==> src/rtl/br_unit_if.sv <==
// Issue-side and CDB-side signal bundle for the branch execution unit.
// master = RS/arbiter side, slave = br_unit.
interface br_unit_if #(
  parameter int ROB_IDX_W = 3,
  parameter int XLEN      = 32
);
  logic                 in_valid;
  logic                 in_ready;
  logic [3:0]           in_op;
  logic [XLEN-1:0]      in_q1;
  logic [XLEN-1:0]      in_q2;
  logic [XLEN-1:0]      in_imm;
  logic [XLEN-1:0]      in_pc;
  logic [ROB_IDX_W-1:0] in_rob;
  logic                 in_bp_taken;
  logic [XLEN-1:0]      in_bp_target;
  logic                 flush;
  logic                 cdb_req;
  logic                 cdb_grant;
  logic [ROB_IDX_W-1:0] cdb_rob;
  logic [XLEN-1:0]      cdb_data;
  logic                 cdb_rd_we;
  logic                 cdb_taken;
  logic [XLEN-1:0]      cdb_target;
  logic                 cdb_mispredict;

  modport master (
    output in_valid, in_op, in_q1, in_q2, in_imm, in_pc, in_rob,
           in_bp_taken, in_bp_target, flush, cdb_grant,
    input  in_ready, cdb_req, cdb_rob, cdb_data, cdb_rd_we, cdb_taken,
           cdb_target, cdb_mispredict
  );

  modport slave (
    input  in_valid, in_op, in_q1, in_q2, in_imm, in_pc, in_rob,
           in_bp_taken, in_bp_target, flush, cdb_grant,
    output in_ready, cdb_req, cdb_rob, cdb_data, cdb_rd_we, cdb_taken,
           cdb_target, cdb_mispredict
  );
endinterface

==> src/rtl/br_unit.sv <==
// Branch execution unit: E1 resolves direction/target, E2 holds the result for the CDB.
// Optional macro BR_PERF_CNT_EN adds saturating resolved/mispredict counters.
module br_unit #(
  parameter int ROB_IDX_W = 3,
  parameter int XLEN      = 32
) (
  input  logic        clk,
  input  logic        rst,
  br_unit_if.slave    br
`ifdef BR_PERF_CNT_EN
  ,
  output logic [31:0] perf_resolved,
  output logic [31:0] perf_mispredict
`endif
);

  localparam logic [3:0] OP_BEQ  = 4'd0;
  localparam logic [3:0] OP_BNE  = 4'd1;
  localparam logic [3:0] OP_BLT  = 4'd4;
  localparam logic [3:0] OP_BGE  = 4'd5;
  localparam logic [3:0] OP_BLTU = 4'd6;
  localparam logic [3:0] OP_BGEU = 4'd7;
  localparam logic [3:0] OP_JAL  = 4'd8;
  localparam logic [3:0] OP_JALR = 4'd9;

  logic                 s1_valid_q, s2_valid_q;
  logic [3:0]           s1_op_q;
  logic [XLEN-1:0]      s1_q1_q, s1_q2_q, s1_imm_q, s1_pc_q, s1_bp_target_q;
  logic [ROB_IDX_W-1:0] s1_rob_q;
  logic                 s1_bp_taken_q;

  logic [ROB_IDX_W-1:0] s2_rob_q;
  logic [XLEN-1:0]      s2_data_q, s2_target_q;
  logic                 s2_rd_we_q, s2_taken_q, s2_mispredict_q;

  logic                 taken_d, rd_we_d, is_jalr_d, mispredict_d;
  logic [XLEN-1:0]      target_d, data_d, pc_plus4, br_target, jalr_target;
  logic                 advance, transfer;

  assign advance     = !s2_valid_q | br.cdb_grant;
  assign br.in_ready = !s1_valid_q | advance;
  assign transfer    = br.in_valid & br.in_ready;

  assign pc_plus4    = s1_pc_q + XLEN'(4);
  assign br_target   = s1_pc_q + s1_imm_q;
  assign jalr_target = (s1_q1_q + s1_imm_q) & {{(XLEN-1){1'b1}}, 1'b0};

  // Illegal opcodes fall through as not-taken with no register write.
  always_comb begin
    taken_d   = 1'b0;
    rd_we_d   = 1'b0;
    is_jalr_d = 1'b0;
    case (s1_op_q)
      OP_BEQ:  taken_d = (s1_q1_q == s1_q2_q);
      OP_BNE:  taken_d = (s1_q1_q != s1_q2_q);
      OP_BLT:  taken_d = ($signed(s1_q1_q) <  $signed(s1_q2_q));
      OP_BGE:  taken_d = ($signed(s1_q1_q) >= $signed(s1_q2_q));
      OP_BLTU: taken_d = (s1_q1_q <  s1_q2_q);
      OP_BGEU: taken_d = (s1_q1_q >= s1_q2_q);
      OP_JAL: begin
        taken_d = 1'b1;
        rd_we_d = 1'b1;
      end
      OP_JALR: begin
        taken_d   = 1'b1;
        rd_we_d   = 1'b1;
        is_jalr_d = 1'b1;
      end
      default: taken_d = 1'b0;
    endcase
    target_d     = !taken_d ? pc_plus4 : (is_jalr_d ? jalr_target : br_target);
    data_d       = rd_we_d ? pc_plus4 : '0;
    mispredict_d = (taken_d != s1_bp_taken_q) |
                   (taken_d & (target_d != s1_bp_target_q));
  end

  always_ff @(posedge clk or negedge rst) begin
    if (!rst) begin
      s1_valid_q     <= 1'b0;
      s1_op_q        <= '0;
      s1_q1_q        <= '0;
      s1_q2_q        <= '0;
      s1_imm_q       <= '0;
      s1_pc_q        <= '0;
      s1_rob_q       <= '0;
      s1_bp_taken_q  <= 1'b0;
      s1_bp_target_q <= '0;
    end else if (br.flush) begin
      s1_valid_q <= 1'b0;
    end else if (transfer) begin
      s1_valid_q     <= 1'b1;
      s1_op_q        <= br.in_op;
      s1_q1_q        <= br.in_q1;
      s1_q2_q        <= br.in_q2;
      s1_imm_q       <= br.in_imm;
      s1_pc_q        <= br.in_pc;
      s1_rob_q       <= br.in_rob;
      s1_bp_taken_q  <= br.in_bp_taken;
      s1_bp_target_q <= br.in_bp_target;
    end else if (advance) begin
      s1_valid_q <= 1'b0;
    end
  end

  // A grant in the same cycle as a load simply lets the new result overwrite E2.
  always_ff @(posedge clk or negedge rst) begin
    if (!rst) begin
      s2_valid_q      <= 1'b0;
      s2_rob_q        <= '0;
      s2_data_q       <= '0;
      s2_rd_we_q      <= 1'b0;
      s2_taken_q      <= 1'b0;
      s2_target_q     <= '0;
      s2_mispredict_q <= 1'b0;
    end else if (br.flush) begin
      s2_valid_q <= 1'b0;
    end else if (s1_valid_q & advance) begin
      s2_valid_q      <= 1'b1;
      s2_rob_q        <= s1_rob_q;
      s2_data_q       <= data_d;
      s2_rd_we_q      <= rd_we_d;
      s2_taken_q      <= taken_d;
      s2_target_q     <= target_d;
      s2_mispredict_q <= mispredict_d;
    end else if (br.cdb_grant) begin
      s2_valid_q <= 1'b0;
    end
  end

  assign br.cdb_req        = s2_valid_q;
  assign br.cdb_rob        = s2_rob_q;
  assign br.cdb_data       = s2_data_q;
  assign br.cdb_rd_we      = s2_rd_we_q;
  assign br.cdb_taken      = s2_taken_q;
  assign br.cdb_target     = s2_target_q;
  assign br.cdb_mispredict = s2_mispredict_q;

`ifdef BR_PERF_CNT_EN
  logic perf_fire;
  assign perf_fire = s2_valid_q & br.cdb_grant & !br.flush;

  // Counters survive flush; only reset clears them.
  always_ff @(posedge clk or negedge rst) begin
    if (!rst) begin
      perf_resolved   <= '0;
      perf_mispredict <= '0;
    end else if (perf_fire) begin
      if (perf_resolved != 32'hFFFF_FFFF)
        perf_resolved <= perf_resolved + 32'd1;
      if (s2_mispredict_q && (perf_mispredict != 32'hFFFF_FFFF))
        perf_mispredict <= perf_mispredict + 32'd1;
    end
  end
`endif

endmodule

==> src/flat_wrapper.sv <==
// flat-port wrapper written by rule: the top's interface ports become plain ports
module br_unit_flat 
#(
  parameter int ROB_IDX_W = 3,
  parameter int XLEN      = 32
)
  (clk, rst, br_in_valid, br_in_op, br_in_q1, br_in_q2, br_in_imm, br_in_pc, br_in_rob, br_in_bp_taken, br_in_bp_target, br_flush, br_cdb_grant, br_in_ready, br_cdb_req, br_cdb_rob, br_cdb_data, br_cdb_rd_we, br_cdb_taken, br_cdb_target, br_cdb_mispredict);
  br_unit_if #(.ROB_IDX_W(ROB_IDX_W), .XLEN(XLEN)) br_i ();
  input  logic clk;
  input  logic rst;
  input wire logic [$bits(br_i.in_valid)-1:0] br_in_valid;
  input wire logic [$bits(br_i.in_op)-1:0] br_in_op;
  input wire logic [$bits(br_i.in_q1)-1:0] br_in_q1;
  input wire logic [$bits(br_i.in_q2)-1:0] br_in_q2;
  input wire logic [$bits(br_i.in_imm)-1:0] br_in_imm;
  input wire logic [$bits(br_i.in_pc)-1:0] br_in_pc;
  input wire logic [$bits(br_i.in_rob)-1:0] br_in_rob;
  input wire logic [$bits(br_i.in_bp_taken)-1:0] br_in_bp_taken;
  input wire logic [$bits(br_i.in_bp_target)-1:0] br_in_bp_target;
  input wire logic [$bits(br_i.flush)-1:0] br_flush;
  input wire logic [$bits(br_i.cdb_grant)-1:0] br_cdb_grant;
  output wire logic [$bits(br_i.in_ready)-1:0] br_in_ready;
  output wire logic [$bits(br_i.cdb_req)-1:0] br_cdb_req;
  output wire logic [$bits(br_i.cdb_rob)-1:0] br_cdb_rob;
  output wire logic [$bits(br_i.cdb_data)-1:0] br_cdb_data;
  output wire logic [$bits(br_i.cdb_rd_we)-1:0] br_cdb_rd_we;
  output wire logic [$bits(br_i.cdb_taken)-1:0] br_cdb_taken;
  output wire logic [$bits(br_i.cdb_target)-1:0] br_cdb_target;
  output wire logic [$bits(br_i.cdb_mispredict)-1:0] br_cdb_mispredict;
  assign br_i.in_valid = br_in_valid;
  assign br_i.in_op = br_in_op;
  assign br_i.in_q1 = br_in_q1;
  assign br_i.in_q2 = br_in_q2;
  assign br_i.in_imm = br_in_imm;
  assign br_i.in_pc = br_in_pc;
  assign br_i.in_rob = br_in_rob;
  assign br_i.in_bp_taken = br_in_bp_taken;
  assign br_i.in_bp_target = br_in_bp_target;
  assign br_i.flush = br_flush;
  assign br_i.cdb_grant = br_cdb_grant;
  assign br_in_ready = br_i.in_ready;
  assign br_cdb_req = br_i.cdb_req;
  assign br_cdb_rob = br_i.cdb_rob;
  assign br_cdb_data = br_i.cdb_data;
  assign br_cdb_rd_we = br_i.cdb_rd_we;
  assign br_cdb_taken = br_i.cdb_taken;
  assign br_cdb_target = br_i.cdb_target;
  assign br_cdb_mispredict = br_i.cdb_mispredict;
  br_unit #(.ROB_IDX_W(ROB_IDX_W), .XLEN(XLEN)) u_core (.clk(clk), .rst(rst), .br(br_i));
endmodule
==> config.mk <==
export PLATFORM = sky130hd
export DESIGN_NAME = br_unit_flat
export DESIGN_NICKNAME = d
export VERILOG_FILES = /design/src/rtl/br_unit_if.sv /design/src/rtl/br_unit.sv /design/src/flat_wrapper.sv
export SDC_FILE = /design/constraint.sdc
export NUM_CORES = 1
export LEC_CHECK = 0
export ABC_AREA = 1
export ABC_CLOCK_PERIOD_IN_PS = 2800
export CAP_MARGIN = 25
export CORE_MARGIN = 2
export CORE_UTILIZATION = 45
export DETAILED_ROUTE_END_ITERATION = 16
export PLACE_DENSITY_LB_ADDON = 0.1
export SYNTH_ARGS = -nofsm -noshare
export SYNTH_HDL_FRONTEND = slang
export SYNTH_SLANG_ARGS = --single-unit
==> constraint.sdc <==
create_clock -name clk -period 2.8 [get_ports clk]
set_clock_uncertainty 0.1 [all_clocks]
set_input_delay 0.56 -clock clk [delete_from_list [all_inputs] [get_ports clk]]
set_output_delay 0.56 -clock clk [all_outputs]
set_load 0.005 [all_outputs]
==> flow_summary.toml, run 1 <==
[status]
status = "complete, but fails checks"
violations = "setup timing"

[sta]
worst_slew_pin_slew_ns = 0.649
fin_ws_ns = -0.567
period_needed_ns = 3.37
setup_viol = 14
period_share_pct = 120
slew_violations = 0
hold_viol = 0
fmax_mhz = 297
rsz0062_at_grt = "true"
slew_headroom_pct = 56.7

[placement]
place_inst = 3195
numPortBuffers = 244
hpwl_mm = 46.4
routabilityCongestion = 0.987

[global_route]
grt.total_usage_pct = 31.5
grt_first_pass_wirelength_mm = 89.3
overflow = 0
antenna_found_initial = 1
grt_pass1_vias = 16900
grt_max_degree = 60

[yosys]
netlist_area_mm2 = 0.0159
syn_area_per_cell_um2 = 7.62
synth_compound_area_share_pct = 12.1
synth_top_family_by_area = "simple AND/OR/NAND/NOR gates"
ys_async_sr_fraction_pct = 100
yosysMostFrequentCell = "nand2_1"
ys_seq_area_share_pct = 37.9
synth_seq_cells = 240
syn-instance-count = 2080
synth_top_area_share_pct = 37.9
yosysWarningCount = 0
yosys.area.top_type = "dfrtp_1"
synth_xor_xnor_area_share_pct = 1.82
synthDistinctLibCells = 55
synthSimpleGateAreaFrac_pct = 26.5
muxShareOfSynthArea_pct = 6.80
synth_edf_count = 0
synth.area.top_cells = "dfrtp_1 38%, nand2_1 12%, ha_1 7.4%"
syn-num-nets = 2349
synth_common_cells = "486 x nand2_1, 246 x nor2_1, 240 x dfrtp_1"
ys_dominant_reg_cell = "dfrtp_1"
synth_fa_ha_area_share_pct = 7.67

[final_layout]
areaGrowthSynthToFinish_pct = 54.3
layout.nets = 3064
utilization_pct = 70.6
layout-drive-gt1-share_pct = 30.0
fin_cells = 3270

[critical_path]
startpoint_type = "flip-flop"
critical_path_required_ns = 3.16
critPathMaxFanout = 7
worst_setup_path_end_kind = "flip-flop"
criticalPathCategory = "flip-flop to flip-flop"
crit_arrival_ns = 3.73

[die]
rows = 68
initial_core_util_pct = 45.8
pin_count = 245
die-width_um = 192
core_mm2 = 0.0346
die-area_mm2 = 0.0367
die_h_um = 192

[power_and_ir_drop]
leakage_nw = 12.0
pwr_density_cell_mw_per_mm2 = 701
irDropWorstVdd_mv = 0.542

[clock_network]
cts_root_buf = "clkbuf_16"
path_clk_slew_ns = 0.06
cts_buffers = 28
htreeDepth = 1
cts_tree = "yes"
cts_sinks = 240
cts_buffer_depth = 3
insertion_delay_ns = 0.57

[run]
cap_violations = 0

[detailed_routing]
ant_nets = 0
wire_per_inst_um = 18.4
drt_first_pass_iters = 5
avgViaCountPerCell = 5.24
drc_errors = 0
drt_iter0_markers = 1199
vias = 17100
postRouteWirelength_mm = 60.1

[worst_hold_path]
worstHoldPathType = "flip-flop to flip-flop"
-- state kept, by name (all words and copies together) (netlist names), 3 cells and up --
name,flops
u_core.s1_bp_target_q,32
u_core.s1_rob_q,3
u_core.s1_q2_q,32
u_core.s1_q1_q,32
u_core.br.cdb_target,32
u_core.s1_op_q,4
u_core.br.cdb_data,32
u_core.s1_imm_q,32
u_core.s1_pc_q,32
u_core.br.cdb_rob,3
-- metal layers --
layer	share of wire (%)	GRT usage, %	up-vias
met5	0	0	-
met3	6.0	3.56	118
met1	42	40.2	8149
li1	-	-	8297
met2	48	53.5	564
met4	4.3	14.2	0
-- timing repair --
item | 4_1_cts | 5_1_grt
cloned | 0 | 6
setup endpoints to repair | 23 | 34
buffers inserted | 1 | 18
gates resized for setup | 39 | 200
endpoints found under the hold margin | 48 | 0
pin swaps | 5 | 53
hold buffers | 1 | 0
-- where the power goes --
group | internal (mW) | switching [mW] | total, mW | leakage, nW
Sequential | 4.04 | 0.480 | 4.52 | 2.81
Combinational | 4.50 | 4.58 | 9.08 | 8.75
Clock | 2.08 | 1.47 | 3.56 | 0.429
Total | 10.6 | 6.53 | 17.2 | 12.0
-- through the flow --
stage / power [mW] / instance area (µm²) / worst slack, ns / setup TNS [ns] / hold slack (ns)
floorplan: 8.24 / 15900 / 0.00631 / 0 / 0.164
global placement: 12.5 / 22300 / -0.633 / -3.08 / 0.349
detailed placement: 12.6 / 22300 / -0.742 / -4.11 / 0.358
CTS: 16.3 / 23300 / -0.444 / -1.18 / 0.385
global route: 18.2 / 24500 / -0.777 / -4.83 / 0.405
finish: 17.2 / 24500 / -0.567 / -2.10 / 0.380
-- critical path, stage by stage, from the launching register on --
cell	delay, ns
dfrtp_1	0.42
ha_4	0.29
nand2_2	0.04
nor2_2	0.12
nand4_1	0.14
nor2_2	0.16
buf_6	0.14
nand4_1	0.17
nand3_2	0.12
nand2_2	0.07
nand3_2	0.10
nor2_4	0.06
buf_12	0.13
clkbuf_16	0.16
buf_4	0.13
nand3_2	0.07
buf_6	0.10
nand2_4	0.05
nand2_1	0.08
nand4_1	0.08
nor2_1	0.11
nand2_1	0.10
nor2_2	0.12
nand3_1	0.08
nand2_1	0.07
nand2_1	0.04
-- path summary, 6_finish.rpt --
path | start | to | slack (ns) | cells after the start
worst max-delay path | u_core.s1_q1_q[5] | u_core.br.cdb_mispredict | -0.57 | 25
worst min-delay path | u_core.br.cdb_rob[0] | u_core.br.cdb_rob[0] | 0.38 | 2
worst max register to register | u_core.s1_q1_q[5] | u_core.br.cdb_mispredict | -0.57 | 25
worst min register to register | u_core.br.cdb_rob[0] | u_core.br.cdb_rob[0] | 0.38 | 2
max in group asynchronous | rst | u_core.s1_q1_q[1] | 1.47 | 3
min in group asynchronous | rst | u_core.s1_bp_target_q[11] | 0.41 | 2
-- cell families (layout without fill, tap and decap cells) --
logic type,Yosys count,after routing
muxes,96,96
xor gates and xnor gates,33,33
adders and majority gates,96,96
and+or+nand+nor,974,974
other,0,1
DFF,240,240
buffers and inverters,287,1021
AOI/OAI and AO/OA,354,354
-- placed cells by master, fill, tap and decap left out, types with 15 or more instances in the layout --
| cell type | Yosys | routed |
|---|---|---|
| nor2_1 | 246 | 232 |
| inv_1 | 227 | 212 |
| xor2_1 | 21 | 18 |
| nor2_2 | 10 | 18 |
| mux2_2 | 94 | 94 |
| nand3_2 | 10 | 33 |
| inv_2 | 2 | 16 |
| ha_1 | 94 | 73 |
| nand2_1 | 486 | 446 |
| a21oi_1 | 177 | 154 |
| o21ai_1 | 3 | 15 |
| buf_12 | 1 | 17 |
| nor3_1 | 27 | 24 |
| nand3b_1 | 21 | 21 |
| a31oi_1 | 27 | 22 |
| a21oi_2 | 0 | 22 |
| o21ai_0 | 112 | 94 |
| nand3_1 | 121 | 94 |
| nand4_1 | 22 | 22 |
| clkdlybuf4s50_1 | 0 | 243 |
| nand2_2 | 6 | 37 |
| dfrtp_1 | 240 | 235 |
| clkbuf_16 | 0 | 33 |
| ha_4 | 0 | 19 |
| buf_4 | 2 | 459 |
-- layout make-up --
type                            count  area, µm²
Inverter                          231        875
Multi-Input combinational cell   1553       9600
Clock buffer                       44        822
Fill cell                        2775      10200
Tap cell                          455        569
Antenna cell                        1       2.50
Sequential cell                   240       6010
Clock inverter                      5       50.0
Timing Repair Buffer              741       6530
(Power assumes the default switching activity.)
==> run 2, diff against run 1 <==
- CTS_BUF_LIST: default -> sky130_fd_sc_hd__clkbuf_8
- CTS_CLUSTER_DIAMETER: default -> 100
==> run 2 against run 1 <==
The flow still finishes with violations (setup timing). Non-clock buffer count fell by 2. Register-to-register slack got worse by 0.03 ns. Final area rose by 0.50%. Cell count rose by 0.76%. Maximum frequency fell by 0.81%. Die area did not move. Sequential power barely moved. Clock power barely moved. Critical endpoint unchanged. Largest power group unchanged.
==> flow_summary.toml, run 2 (same netlist as run 1, synthesis figures left out) <==
[clock_network]
htreeDepth = 2
cts_tree = "yes"
path_clk_slew_ns = 0.06
cts_sinks = 240
insertion_delay_ns = 0.61
cts_root_buf = "clkbuf_8"
cts_buffers = 42
cts_buffer_depth = 3

[critical_path]
critPathMaxFanout = 7
startpoint_type = "flip-flop"
critical_path_required_ns = 3.20
criticalPathCategory = "flip-flop to flip-flop"
worst-path-buf-inv = 5
crit_arrival_ns = 3.79
crit_path_frequent_cell = "nand2_1"
max_stage_delay_ns = 0.41
cp_slowest_cell = "dfrtp_1"
worst_setup_path_end_kind = "flip-flop"
critPathTopFamily = "simple AND/OR/NAND/NOR gates"

[run]
cap_violations = 0

[die]
die-width_um = 192
initial_core_util_pct = 45.8
die_h_um = 192
die-area_mm2 = 0.0367
rows = 68
core_mm2 = 0.0346
pin_count = 245

[final_layout]
layout_common_cells = "454 x buf_4, 437 x nand2_1, 243 x clkdlybuf4s50_1, 235 x dfrtp_1, 231 x nor2_1"
areaGrowthSynthToFinish_pct = 55.1
layout.nets = 3076
stdcell_area_mm2 = 0.0246
final_common_cell = "buf_4"
fin_cells = 3295
antennaDiodeCount = 0
utilization_pct = 71.0
layout-drive-gt1-share_pct = 30.7

[placement]
placed_area_mm2 = 0.0223
numPortBuffers = 244
place_inst = 3195
dpl_worst_slack_ns = -0.742
hpwl_mm = 46.4
routabilityCongestion = 0.987

[worst_hold_path]
worstHoldPathType = "input port to asynchronous set/reset pin"

[status]
violations = "setup timing"
status = "complete, but fails checks"

[global_route]
antenna_found_initial = 0
grt_pass1_vias = 17300
grt_first_pass_wirelength_mm = 90.6
grt_max_degree = 60
overflow = 0
grt.total_usage_pct = 32.1

[sta]
slew_headroom_pct = 57.4
slew_violations = 0
period_share_pct = 121
period_needed_ns = 3.39
fmax_mhz = 295
hold_viol = 0
fin_ws_ns = -0.594
worst_slew_pin_slew_ns = 0.640
setup_viol = 17
rsz0062_at_grt = "true"
hold_slack_ns = 0.356
setup-tns-final_ns = -2.28

[detailed_routing]
avgViaCountPerCell = 5.23
drt_iter0_markers = 900
drc_errors = 0
vias = 17200
wire_per_inst_um = 18.3
postRouteWirelength_mm = 60.5
drt_first_pass_iters = 5
ant_nets = 0

[power_and_ir_drop]
irDropWorstVdd_mv = 0.437
pwr_density_cell_mw_per_mm2 = 702
leakage_nw = 12.1
finalPower_mw = 17.3
[run 2: cell types whose count changed in the layout (fill, tap and decap cells not counted), sizes merged]
cell and delta:
inv +12, clkinv +8, bufinv +3, clkbuf +3, buf -2, bufbuf +1
clkinvlp +1, diode -1
[run 2: timing repair]
| action | 4_1_cts | 5_1_grt |
|---|---|---|
| endpoints found under the hold margin | 48 | 0 |
| hold buffers | 1 | 0 |
| gates cloned | 2 | 4 |
| buffers inserted | 5 | 12 |
| pin swaps | 33 | 67 |
| resized for setup | 90 | 162 |
| setup endpoints to repair | 27 | 34 |
[run 2: final timing paths]
| check | slack (ns) | cells past startpoint | to | startpoint |
|---|---|---|---|---|
| min in group clk | 0.37 | 2 | u_core.br.cdb_rob[0] | u_core.s1_rob_q[0] |
| hold reg to reg | 0.37 | 2 | u_core.br.cdb_rob[0] | u_core.s1_rob_q[0] |
| setup / recovery | -0.59 | 26 | u_core.br.cdb_mispredict | u_core.s1_q1_q[21] |
| max in group asynchronous | 1.51 | 3 | u_core.s1_q1_q[1] | rst |
| setup reg to reg | -0.59 | 26 | u_core.br.cdb_mispredict | u_core.s1_q1_q[21] |
| hold / removal | 0.36 | 2 | u_core.s1_bp_target_q[11] | rst |
[run 2: layer usage]
metal | routed length (µm) | part of all wire, % | track usage, %
met4 | 2760 | 4.6 | 15.3
met5 | 0 | 0 | 0
met2 | 28600 | 47 | 54.1
met1 | 25500 | 42 | 40.4
met3 | 3590 | 5.9 | 4.95
[run 2: worst reg2reg max path, delay by kind of cell (launching register included)]
family                   cells  cell delay [ns]
adder cells (fa/ha/maj)      1             0.30
buffers and inverters        5             0.59
flip-flops                   1             0.41
AND/OR/NAND/NOR             20             1.90
[run 2: area by class of cell]
class                           instances  area (µm²)
Sequential cell                       240        6010
Clock buffer                           48         661
Fill cell                            2774       10000
Tap cell                              455         569
Multi-Input combinational cell       1553        9680
Timing Repair Buffer                  739        6540
Clock inverter                         29         243
Inverter                              231         875
[run 2: where the power goes]
part / leakage, nW / switching, mW / internal (mW)
logic: 8.79 / 4.62 / 4.54
clock network: 0.511 / 1.61 / 1.96
registers: 2.81 / 0.483 / 4.04
total: 12.1 / 6.72 / 10.5
==> run 3, diff against run 2 <==
- GPL_TIMING_DRIVEN: default -> 0
==> run 3 against run 2 <==
Sequential power is 2% higher. Maximum frequency is 1.3% lower. Non-clock buffer count is 393 lower. Sequential cell count stayed put. Highest routed layer unchanged. Largest power group unchanged. The run still ends with setup timing left. Worst hold slack better by 0.0027 ns. Cell count is 12% lower. Final area is 14% lower. Via count is 7.8% lower.
==> flow_summary.toml, run 3 (same netlist as run 1, synthesis figures left out) <==
[final_layout]
utilization_pct = 60.8
stdcell_area_mm2 = 0.0211
areaGrowthSynthToFinish_pct = 32.9
n_fill_cell = 3185
antennaDiodeCount = 0
layout-drive-gt1-share_pct = 17.1
layout_common_cells = "453 x nand2_1, 243 x clkdlybuf4s50_1, 232 x inv_1, 228 x nor2_1, 227 x dfrtp_1"
final_common_cell = "nand2_1"
layout.nets = 2682

[detailed_routing]
drc_errors = 0
avgViaCountPerCell = 5.49
routed.top_layer = "met4"
vias = 15900
wire_per_inst_um = 20.6
postRouteWirelength_mm = 59.8
wl_met3_mm = 3.50
drt_iter0_markers = 1200
met2WireLength_mm = 28.6
ant_nets = 0
met1_length_mm = 24.9
drt_first_pass_iters = 5

[sta]
period_share_pct = 123
slew_violations = 0
worst_slew_pin_slew_ns = 0.989
fin_ws_ns = -0.638
hold_viol = 0
slew_headroom_pct = 34.1
period_needed_ns = 3.44
rsz0062_at_grt = "true"
setup-tns-final_ns = -1.18
setup_viol = 6
fmax_mhz = 291

[clock_network]
cts_buffer_depth = 3
path_clk_slew_ns = 0.06
insertion_delay_ns = 0.62
htreeDepth = 2
cts_root_buf = "clkbuf_8"
cts_buffers = 41
cts_sinks = 240
cts_tree = "yes"

[global_route]
grt_max_degree = 104
grt_pass1_vias = 15800
antenna_found_initial = 0
overflow = 0
grt_first_pass_wirelength_mm = 88.7
grt.total_usage_pct = 32.5

[critical_path]
crit_arrival_ns = 3.84
critical_path.cell_chain = "ha_4 -> nand2_1 -> nor2_2 -> nand2_2 -> nor2_4 -> buf_6 -> a21oi_2 -> nor2_2 -> nand2_2 -> nor2_4 -> nand3_4 -> buf_8 -> buf_12 -> nand2_8 -> nand2_4 -> nand2_1 -> nand4_1 -> nor2_1 -> nand2_1 -> nor2_4 -> nand3_1 -> nand2_1 -> nand2_1"
startpoint_type = "flip-flop"
critical_path_required_ns = 3.20
criticalPathCategory = "flip-flop to flip-flop"
cp_slowest_cell = "dfrtp_2"
critPathMaxFanout = 6
worst_setup_path_end_kind = "flip-flop"
crit_path_frequent_cell = "nand2_1"
max_stage_delay_ns = 0.44

[run]
cap_violations = 0

[die]
initial_core_util_pct = 45.8
core_mm2 = 0.0346
die-area_mm2 = 0.0367
die_h_um = 192
pin_count = 245
rows = 68
die-width_um = 192

[placement]
numPortBuffers = 244
hpwl_mm = 47.1
routabilityCongestion = 0.989
placed_area_mm2 = 0.0189

[power_and_ir_drop]
pwr_density_cell_mw_per_mm2 = 705
finalPower_mw = 14.8
p_seq_share_pct = 31.2
power_switching_mw = 6.19
swShare_pct = 41.7
clkPwrFrac_pct = 21.9
leakage_nw = 9.93
p_int_mw = 8.65
combPwrFrac_pct = 46.9
irDropWorstVdd_mv = 0.477

[status]
status = "complete, but fails checks"
violations = "setup timing"

[worst_hold_path]
worstHoldPathType = "input port to asynchronous set/reset pin"
-- run 3: routing by layer --
metal / vias up / track usage [%]
met5: - / 0
met1: 7608 / 41.4
met2: 607 / 55.5
met3: 124 / 3.49
met4: 0 / 14.9
li1: 7555 / -
-- run 3: worst max-delay path: cells and delay by family, from the launching register on --
| kind | cells | cell delay, ns |
|---|---|---|
| buf+inv | 3 | 0.52 |
| simple gates | 18 | 1.93 |
| compound gates | 1 | 0.05 |
| fa+ha+maj | 1 | 0.28 |
| flops | 1 | 0.44 |
-- run 3: path summary, 6_finish.rpt --
path	endpoint	from	cells after the start	slack [ns]
max	u_core.br.cdb_mispredict	u_core.s1_q1_q[15]	23	-0.64
max in group asynchronous	u_core.s1_q1_q[14]	rst	3	1.29
min	u_core.s1_bp_target_q[2]	rst	2	0.36
min in group clk	u_core.br.cdb_rob[1]	u_core.s1_rob_q[1]	2	0.37
min reg2reg	u_core.br.cdb_rob[1]	u_core.s1_rob_q[1]	2	0.37
max reg2reg	u_core.br.cdb_mispredict	u_core.s1_q1_q[15]	23	-0.64
-- run 3: stage by stage --
stage          std cells  worst slack [ns]  hold slack (ns)
2_1_floorplan       2080           0.00631            0.164
3_5_place_dp        2781             -1.86            0.358
3_3_place_gp        2779             -9.18            0.348
5_1_grt             2897            -0.757            0.396
6_report            2897            -0.638            0.358
4_1_cts             2889            -0.485            0.346
-- run 3: power by group through the flow --
stage | Clock [mW] | Sequential (mW) | Combinational [mW]
after floorplan | 0 | 4.44 | 3.81
after global placement | 0 | 4.65 | 5.91
after detailed placement | 0 | 4.66 | 6.00
after CTS | 3.29 | 4.60 | 6.56
after global routing | 3.44 | 4.68 | 7.65
final | 3.24 | 4.63 | 6.97
-- run 3: timing repair --
action / 4_1_cts / 5_1_grt
gates cloned: 3 / 0
setup endpoints to repair: 146 / 44
hold endpoints to repair: 56 / 0
pin swaps: 39 / 25
setup buffers: 33 / 9
hold buffers: 1 / 0
resized for setup: 135 / 97
-- run 3: layout make-up --
class | instances | area, µm² | area share, %
Buffer | 55 | 345 | 1.64
Clock buffer | 54 | 743 | 3.53
Clock inverter | 18 | 85.1 | 0.404
Inverter | 231 | 870 | 4.13
Multi-Input combinational cell | 1553 | 9490 | 45.0
Sequential cell | 240 | 6020 | 28.6
Tap cell | 455 | 569 | 2.70
Timing Repair Buffer | 291 | 2940 | 14.0
